## config.mk

```make
export PLATFORM = sky130hd
export DESIGN_NAME = ctrl_seg_pipe
export DESIGN_NICKNAME = d
export VERILOG_FILES = /design/src/rtl/ctrl_seg_pipe.sv
export SDC_FILE = /design/constraint.sdc
export NUM_CORES = 1
export LEC_CHECK = 0
export ABC_AREA = 1
export CAP_MARGIN = 30
export CORE_MARGIN = 4
export CORE_UTILIZATION = 40
export CTS_CLUSTER_SIZE = 20
export DETAILED_ROUTE_END_ITERATION = 16
export PLACE_DENSITY = 0.75
export SETUP_SLACK_MARGIN = 0.2
export SLEW_MARGIN = 20
export SYNTH_ARGS = -nofsm -noshare
export SYNTH_HDL_FRONTEND = slang
export SYNTH_SLANG_ARGS = --single-unit
```

## constraint.sdc

```tcl
create_clock -name clk -period 1.85 [get_ports clk]
set_input_delay 0.37 -clock clk [delete_from_list [all_inputs] [get_ports clk]]
set_output_delay 0.37 -clock clk [all_outputs]
set_load 0.01 [all_outputs]
```

## src/rtl/ctrl_seg_pipe.sv

```systemverilog
// Chain of DEPTH control-bundle registers with per-stage hold (bubble) and clear (flush).
// Also keeps saturating counts of stalled cycles and of cycles that flushed a live instruction.
module ctrl_seg_pipe #(
    parameter int unsigned      WIDTH     = 9,
    parameter int unsigned      DEPTH     = 2,
    parameter logic [WIDTH-1:0] RESET_VAL = '0
) (
    input  logic                   clk,
    input  logic                   rst,
    input  logic                   valid_in,
    input  logic [WIDTH-1:0]       ctrl_in,
    input  logic [DEPTH-1:0]       bubble,
    input  logic [DEPTH-1:0]       flush,
    output logic [DEPTH*WIDTH-1:0] ctrl_out,
    output logic [DEPTH-1:0]       valid_out,
    output logic [15:0]            stall_cnt,
    output logic [15:0]            kill_cnt
);

    logic [WIDTH-1:0] r_ctrl [DEPTH];
    logic [DEPTH-1:0] r_valid;
    logic [15:0]      r_stall_cnt;
    logic [15:0]      r_kill_cnt;

    logic [WIDTH-1:0] w_src_ctrl  [DEPTH];
    logic [WIDTH-1:0] w_next_ctrl [DEPTH];
    logic [DEPTH-1:0] w_src_valid;
    logic [DEPTH-1:0] w_up_held;
    logic [DEPTH-1:0] w_take;
    logic [DEPTH-1:0] w_next_valid;
    logic             w_any_stall;
    logic             w_any_kill;
    logic [15:0]      w_stall_nxt;
    logic [15:0]      w_kill_nxt;

    genvar i;
    generate
        for (i = 0; i < DEPTH; i++) begin : g_stage
            if (i == 0) begin : g_head
                assign w_src_valid[i] = valid_in;
                assign w_src_ctrl[i]  = ctrl_in;
                assign w_up_held[i]   = 1'b0;
            end else begin : g_body
                assign w_src_valid[i] = r_valid[i-1];
                assign w_src_ctrl[i]  = r_ctrl[i-1];
                // A held upstream stage would otherwise hand us the same instruction twice.
                assign w_up_held[i]   = bubble[i-1];
            end

            assign w_take[i]       = w_src_valid[i] & ~flush[i] & ~w_up_held[i];
            assign w_next_valid[i] = bubble[i] ? r_valid[i] : w_take[i];
            assign w_next_ctrl[i]  = bubble[i] ? r_ctrl[i]
                                   : (w_take[i] ? w_src_ctrl[i] : RESET_VAL);

            assign ctrl_out[i*WIDTH +: WIDTH] = r_ctrl[i];
        end
    endgenerate

    assign w_any_stall = |bubble;
    assign w_any_kill  = |(flush & ~bubble & r_valid);

    always_comb begin
        // NOTE: defaults first so every path assigns every output and no latch is inferred.
        w_stall_nxt = r_stall_cnt;
        w_kill_nxt  = r_kill_cnt;
        if (w_any_stall && (r_stall_cnt != 16'hFFFF)) begin
            w_stall_nxt = r_stall_cnt + 16'd1;
        end
        if (w_any_kill && (r_kill_cnt != 16'hFFFF)) begin
            w_kill_nxt = r_kill_cnt + 16'd1;
        end
    end

    always_ff @(posedge clk) begin
        // NOTE: non-blocking assignments so every stage samples its neighbour's pre-edge value.
        if (rst) begin
            for (int k = 0; k < DEPTH; k++) begin
                r_ctrl[k] <= RESET_VAL;
            end
            r_valid     <= '0;
            r_stall_cnt <= '0;
            r_kill_cnt  <= '0;
        end else begin
            for (int k = 0; k < DEPTH; k++) begin
                r_ctrl[k] <= w_next_ctrl[k];
            end
            r_valid     <= w_next_valid;
            r_stall_cnt <= w_stall_nxt;
            r_kill_cnt  <= w_kill_nxt;
        end
    end

    assign valid_out = r_valid;
    assign stall_cnt = r_stall_cnt;
    assign kill_cnt  = r_kill_cnt;

endmodule
```

Word-level counts from Yosys, hierarchy flattened

Memories as Yosys holds them, arrays and structs flattened.
Index checks and enable logic that the tools add are counted.

Register bits: 34
Memory bits (writable): 18
Output and inout bits: 52
Word-level logic and storage cells: 33
Memories: 1

Memories:

| name   | depth | bits a word | rd ports | clocked after memory_dff | write ports | line | RTL |
|---|---|---|---|---|---|---|---|
| r_ctrl | 2     | 9           | 2        | 0                        | 2           | 20   | `logic [WIDTH-1:0] r_ctrl [DEPTH];` |

Add/subtract/negate cells: 2
Eq/ne operators: 2
Multiplexer cells: 9
Bitwise operators: 11
Reductions and logical operators: 4

Operators with widths:

| operator                | count |
|---|---|
| $mux W9                 | 6 |
| $add A16 B1 Y16 const B | 2 |
| $ne A16 B16 Y1 const B  | 2 |
| $and A2 B2 Y2           | 2 |
| $reduce_or A2 Y1        | 2 |
| $and A1 B1 Y1           | 3 |
| $mux W1                 | 3 |
| $not A1 Y1              | 3 |
| $logic_and A1 B1 Y1     | 2 |
| $not A2 Y2              | 1 |
| $or A1 B1 Y1            | 2 |

Logic depth before layout (Yosys ltp)

Gate-level depths: netlist (run 1).

Word-level depth: 6
Depth in mapped cells: 9

Least setup slack after synthesis (run 1)

OpenSTA, ideal clock, no wires.

Path kind: reg2reg
Start: register r_kill_cnt[0], in the netlist kill_cnt[0]
End: register r_kill_cnt[15], in the netlist kill_cnt[15]
Setup time: 0.115 ns
Arrival time: 1.362 ns
Path slack: 0.373 ns
Stages on the path, launching flop included: 8
Path buffers: 1
Period minus slack after synthesis: 1.477 ns
Cell sequence: dfxtp_1 -> ha_1 -> nand3_1 -> nor2_2 -> nand3_4 -> buf_6 -> a21oi_1 -> nor2_1

Cells in the longest elaborated chain, start to end: 2
Elaborated cells between the ends (all ways): 3
Those cells by class: add/sub: 1; eq/ne: 1; reduce/logical: 1

Ends and longest elaborated chain:

| element                                                 | line | RTL |
|---|---|---|
| from (decl)                                             | 23   | `logic [15:0] r_kill_cnt;` |
| from (signal assigned)                                  | 89   | `r_kill_cnt <= w_kill_nxt;` |
| branches (longest 2 deep; another with $add A16 B1 Y16) | n/a  |  |

Several ways; the timed one is not identified.
A chain may end at the register's enable or synchronous reset.

Worst setup path after layout (run 1)

Start: register r_stall_cnt[2], in the netlist stall_cnt[2]
End: output port stall_cnt[2]

RTL lines:

| element                | line | RTL |
|---|---|---|
| from (decl)            | 22   | `logic [15:0] r_stall_cnt;` |
| from (signal assigned) | 88   | `r_stall_cnt <= w_stall_nxt;` |
| to (decl)              | 16   | `output logic [15:0] stall_cnt,` |

No word-level cell between the ends.

==> results of run 1 <==
## how the worst min path moves through the flow
| stage | from | end | slack [ns] |
|---|---|---|---|
| floorplan | rst | r_ctrl[0][17]$_SDFFE_PP0N_ | 0.44 |
| global placement | r_ctrl[0][10]$_SDFFE_PP0N_ | r_ctrl[0][10]$_SDFFE_PP0N_ | 0.46 |
| detailed placement | r_ctrl[0][11]$_SDFFE_PP0N_ | r_ctrl[0][11]$_SDFFE_PP0N_ | 0.46 |
| CTS | r_ctrl[0][11]$_SDFFE_PP0N_ | r_ctrl[0][11]$_SDFFE_PP0N_ | 0.47 |
| global route | r_ctrl[0][10]$_SDFFE_PP0N_ | r_ctrl[0][10]$_SDFFE_PP0N_ | 0.50 |
| finish | r_ctrl[0][11]$_SDFFE_PP0N_ | r_ctrl[0][11]$_SDFFE_PP0N_ | 0.47 |
## layout make-up
type,count,area [um2],share of cell area (%)
Multi-Input combinational cell,300,1390,38.2
Sequential cell,52,1080,29.7
Timing Repair Buffer,75,767,21.1
Inverter,38,143,3.93
Tap cell,77,96.3,2.65
Clock inverter,3,90.1,2.48
Clock buffer,5,68.8,1.90
## cell usage in the layout, fill, tap and decap left out, types with 7 or more instances in the layout
cell type	instances
clkdlybuf4s50_1	50
nor2_1	71
nand3_1	40
dlymetal6s2s_1	12
inv_1	33
buf_4	7
nand4_1	14
a21oi_1	45
nand2_1	103
dfxtp_2	27
dfxtp_1	24
## kinds of logic after synthesis
group / after synthesis / share of synthesized area, %
AO/OA/AOI/OAI: 49 / 9.33
AND/OR/NAND/NOR: 249 / 42.0
adder cells (fa/ha/maj): 2 / 0.952
buffers and inverters: 49 / 8.10
flip-flops: 52 / 39.6
## state kept, by name (all words and copies together), names as in the netlist
register	count
r_ctrl	18
kill_cnt	16
stall_cnt	16
valid_out	2
## layer usage
layer	up-vias	global-route usage (%)
li1	1436	-
met1	1282	21.9
met2	74	31.3
met3	6	3.04
met4	0	7.04
met5	-	0
## power groups by stage
stage               clock network (mW)  logic (mW)  registers, mW
finish                            1.05       0.163           1.14
global route                      1.12       0.179           1.15
CTS                               1.08       0.164           1.15
detailed placement                   0       0.166           1.17
global placement                     0       0.161           1.17
floorplan                            0      0.0713           1.17
## what timing repair did
action,in CTS,in global routing
hold buffers,0,0
gates cloned,0,0
setup endpoints to repair,31,27
pin swaps,0,1
gates resized for setup,31,19
==> flow_summary_export.csv, run 1 <==
group,metric,value,unit
run_status,status,"complete, no violations",
worst_setup_path,path_cells,"clkdlybuf4s50_1",
timing,rsz0062_at_grt,"true",
cells_and_area,fin_nets,490,
cells_and_area,fin_area,3630,um2
synthesis,yosys.area.top_type,"dfxtp_1",
placed_design,dp_hpwl,5.11,mm
cells_and_area,diodes,0,
clock_network,cts.sinks,52,
worst_setup_path,r2r-start,"kill_cnt[0]$_SDFFE_PP0P_",
min_path,min_path_type,"reg -> reg",
clock_network,cts-root-buf,"clkbuf_8",
floorplan,fp.dieW,89.1,um
synthesis,syn_area_per_cell,6.55,um2
placed_design,place_congestion,0.901,
route,final_antenna_net_count,0,
power,p_total,2.36,mW
grt,grt_pass1_wl,11.4,mm
cells_and_area,instances_no_fill,550,
timing,timing.hold.ws,0.467,ns
grt,overflow,0,
worst_setup_path,cp_max_fo,8,
power,p_int,1.88,mW
worst_setup_path,cp.required,1.48,ns
timing,max_freq,622,MHz
worst_setup_path,worstSetupEndpointType,"output port",
worst_setup_path,start_kind,"flop",
placed_design,port_buffers,67,
timing,clock_skew,0.0107,ns
synthesis,synth_cell_types,22,
power,pwr-share-clk,44.6,%
timing,worst_pin_slew,0.261,ns
route,met2WireLength,3.45,mm
cells_and_area,final_util,57.2,%
floorplan,num_io_pins,68,
synthesis,synthCells,401,
worst_setup_path,r2r_slack,0.27,ns
placed_design,dpl_cell_area,3400,um2
synthesis,post-synth-top-count-cell,"nand2_1",
placed_design,dpl.cell_count,542,
timing,period_minus_slack,1.61,ns
timing,setup_viol,0,
power,switching_power,0.477,mW
cells_and_area,areaGrowthSynthToFinish,38.1,%
timing,hold_viol_final,0,
floorplan,initial_core_util,41.4,%
synthesis,synthFlopType,"dfxtp_1",
route,drt-met1-wl,3.10,mm
floorplan,die_h,89.1,um
clock_network,cts_made_buffers,5,
synthesis,ys_seq_area_share,39.6,%
cells_and_area,drive_gt1_share,14.0,%
grt,antenna_found_initial,0,
route,viasPerCell,5.09,
grt,grt_util_all_layers,17.9,%
worst_setup_path,startpoint,"stall_cnt[2]$_SDFFE_PP0P_",
worst_setup_path,critPathBufInv,1,
power,swShare,20.2,%
timing,worst_slack,0.242,ns
synthesis,synth_nets,419,
synthesis,synth_area,2630,um2
power,comb_power_share,6.9,%
floorplan,core,6350,um2
worst_setup_path,reg2regPathDepth,6,
floorplan,row_count,29,
timing,maxSlewHeadroom,82.5,%
worst_setup_path,crit_arrival,1.24,ns
route,routedWlPerCell,12.6,um
clock_network,clk_latency,0.31,ns
clock_network,tritoncts,"done",
flow_run,drv_cap,0,
power,p_leak,1.61,nW
synthesis,ys_ff_latch,52,
power,p_seq_share,48.5,%
min_path,worstHoldPathCells,2,
worst_setup_path,critPathTopFamily,"buffers and inverters",
route,wl_met3,330,um
power,power_density,651,nW/um2
clock_network,clk_pin_slew,0.09,ns
cells_and_area,fillers,609,
clock_network,clockBufferDepth,2,
synthesis,synth_edf_count,0,
synthesis,synth_area_leaders,"dfxtp_1 40%, nand2_1 15%, nor2_1 10%",
clock_network,post_cts_buffers,0,
worst_setup_path,slowest_delay,0.54,ns
route,drt_first_pass_iters,4,
timing,tns,0,ns
floorplan,die_area,7930,um2
route,top_layer_used,"met4",
synthesis,yosys-top-cells-count,"104 x nand2_1, 73 x nor2_1, 52 x dfxtp_1",
timing,drv_slew,0,
route,vias,2798,
grt,first_global_vias,2585,
worst_setup_path,reg2reg_to,"kill_cnt[5]$_SDFFE_PP0P_",
grt,grt_max_degree,30,
timing,fin_crit_sh,86.9,%
clock_network,ctsHtreeMaxLevel,2,
route,drc,0,
worst_setup_path,crit_end,"stall_cnt[2]",
worst_setup_path,crit_cells,1,
synthesis,yosys_warnings,0,
power,irDropWorstVdd,390,uV
synthesis,synthArstFlopShare,0,%
route,drt_iter0_markers,124,
synthesis,synth_top_area_share,39.6,%
placed_design,post-place-ws,-0.0323,ns
worst_setup_path,slowest_stage,"clkdlybuf4s50_1",
route,wl,6.95,mm
worst_setup_path,worstSetupPathType,"reg -> out",
Note: power is estimated with default switching activity, not from simulation.
==> run 2, diff against run 1 <==
- CAP_MARGIN: 30 -> 40
- CORE_UTILIZATION: 40 -> 49
- MAX_ROUTING_LAYER: unset -> met4
- PLACE_DENSITY: 0.75 -> 0.87
==> flow_summary_export.csv, run 2 (synthesis results as in run 1) <==
group,metric,value,unit
run_status,status,"complete, no violations",
floorplan,die_area,6600,um2
cells_and_area,final_util,71.1,%
worst_setup_path,critPathBufInv,1,
grt,overflow,0,
timing,tns,0,ns
timing,worst_slack,0.236,ns
flow_run,drv_cap,0,
power,p_leak,1.72,nW
power,p_total,2.25,mW
floorplan,core,5140,um2
worst_setup_path,slowest_stage,"clkdlybuf4s50_1",
placed_design,dpl_cell_area,3410,um2
route,wl,7.30,mm
timing,rsz0062_at_grt,"false",
clock_network,cts_made_buffers,5,
route,drt_first_pass_iters,5,
clock_network,cts-root-buf,"clkbuf_8",
power,irDropWorstVdd,550,uV
clock_network,post_cts_buffers,0,
timing,drv_slew,0,
timing,worst_pin_slew,0.330,ns
cells_and_area,fin_nets,493,
worst_setup_path,cp_max_fo,5,
floorplan,initial_core_util,51.1,%
worst_setup_path,critPathTopFamily,"buffers and inverters",
route,drc,0,
worst_setup_path,slowest_delay,0.55,ns
worst_setup_path,worstSetupEndpointType,"output port",
clock_network,clk_latency,0.31,ns
timing,fin_crit_sh,87.2,%
clock_network,clockBufferDepth,2,
placed_design,post-place-ws,-0.0375,ns
power,power_density,616,nW/um2
min_path,min_path_type,"reg -> reg",
grt,grt_util_all_layers,23.3,%
placed_design,port_buffers,67,
cells_and_area,largest_reg_flops,18,
timing,maxSlewHeadroom,78.0,%
grt,antenna_found_initial,0,
worst_setup_path,worstSetupPathType,"reg -> out",
timing,timing.hold.ws,0.472,ns
floorplan,row_count,26,
route,drt_iter0_markers,242,
timing,setup_viol,0,
clock_network,ctsHtreeMaxLevel,2,
cells_and_area,mostFrequentLayoutCell,"nand2_1",
route,vias,2868,
clock_network,clk_pin_slew,0.10,ns
timing,period_minus_slack,1.61,ns
route,final_antenna_net_count,0,
worst_setup_path,r2r_slack,0.34,ns
grt,first_global_vias,2704,
cells_and_area,drive_gt1_share,14.5,%
worst_setup_path,start_kind,"flop",
placed_design,place_congestion,0.940,
placed_design,dp_hpwl,5.33,mm
floorplan,num_io_pins,68,
worst_setup_path,cp.required,1.48,ns
worst_setup_path,crit_arrival,1.24,ns
floorplan,fp.dieW,81.2,um
route,viasPerCell,5.25,
timing,clock_skew,0.00932,ns
worst_setup_path,path_cells,"clkdlybuf4s50_1",
clock_network,cts.sinks,52,
floorplan,die_h,81.2,um
route,routedWlPerCell,13.4,um
grt,grt_max_degree,24,
placed_design,dpl.cell_count,537,
clock_network,tritoncts,"done",
cells_and_area,instances_no_fill,546,
cells_and_area,areaGrowthSynthToFinish,39.1,%
cells_and_area,fin_area,3650,um2
cells_and_area,top_register,"r_ctrl",
grt,grt_pass1_wl,11.9,mm
cells_and_area,final_cell_mix,"103 x nand2_1, 72 x nor2_1, 45 x a21oi_1, 45 x clkdlybuf4s50_1, 39 x nand3_1",
timing,hold_viol_final,0,
timing,max_freq,620,MHz
cells_and_area,diodes,0,
==> run 2: cell types whose count changed in the layout (fill, tap and decap cells not counted), moves of 2 or more <==
cell,previous run,this run
buf_4,7,9
clkdlybuf4s50_1,50,45
dlymetal6s2s_1,12,18
nand3_2,2,4
nor2_2,6,4
==> run 2: worst paths after layout <==
kind	from	cells past startpoint	endpoint
setup / recovery	kill_cnt[6]$_SDFFE_PP0P_	1	kill_cnt[6]
hold / removal	r_ctrl[0][16]$_SDFFE_PP0N_	2	r_ctrl[0][16]$_SDFFE_PP0N_
setup reg to reg	kill_cnt[0]$_SDFFE_PP0P_	8	kill_cnt[8]$_SDFFE_PP0P_
hold reg to reg	r_ctrl[0][16]$_SDFFE_PP0N_	2	r_ctrl[0][16]$_SDFFE_PP0N_
==> run 2: layout make-up <==
type / instances / area [um2]
Clock buffer: 5 / 68.8
Clock inverter: 3 / 68.8
Fill cell: 446 / 1490
Inverter: 38 / 143
Multi-Input combinational cell: 301 / 1400
Sequential cell: 52 / 1080
Tap cell: 70 / 87.6
Timing Repair Buffer: 77 / 806
==> run 2: repair_timing <==
action                                  CTS  global route
pin swaps                                 0             1
cloned                                    0             1
endpoints found under the setup margin   26            40
gates resized for setup                  26            30
hold buffers                              0             0
endpoints found under the hold margin     0             0
==> run 2: where the power goes <==
| group | total (mW) | leakage [nW] | internal, mW | switching, mW |
|---|---|---|---|---|
| clock | 0.938 | 0.0687 | 0.545 | 0.393 |
| combinational | 0.167 | 1.22 | 0.0816 | 0.0858 |
| sequential | 1.15 | 0.434 | 1.13 | 0.0145 |
==> run 2: layer usage <==
layer | routed length, um | up-vias | GRT usage [%]
met2 | 3560 | 109 | 38.8
li1 | - | 1441 | -
met5 | 0 | - | -
met3 | 511 | 6 | 5.54
met4 | 46 | 0 | 6.76
met1 | 3180 | 1312 | 28.0
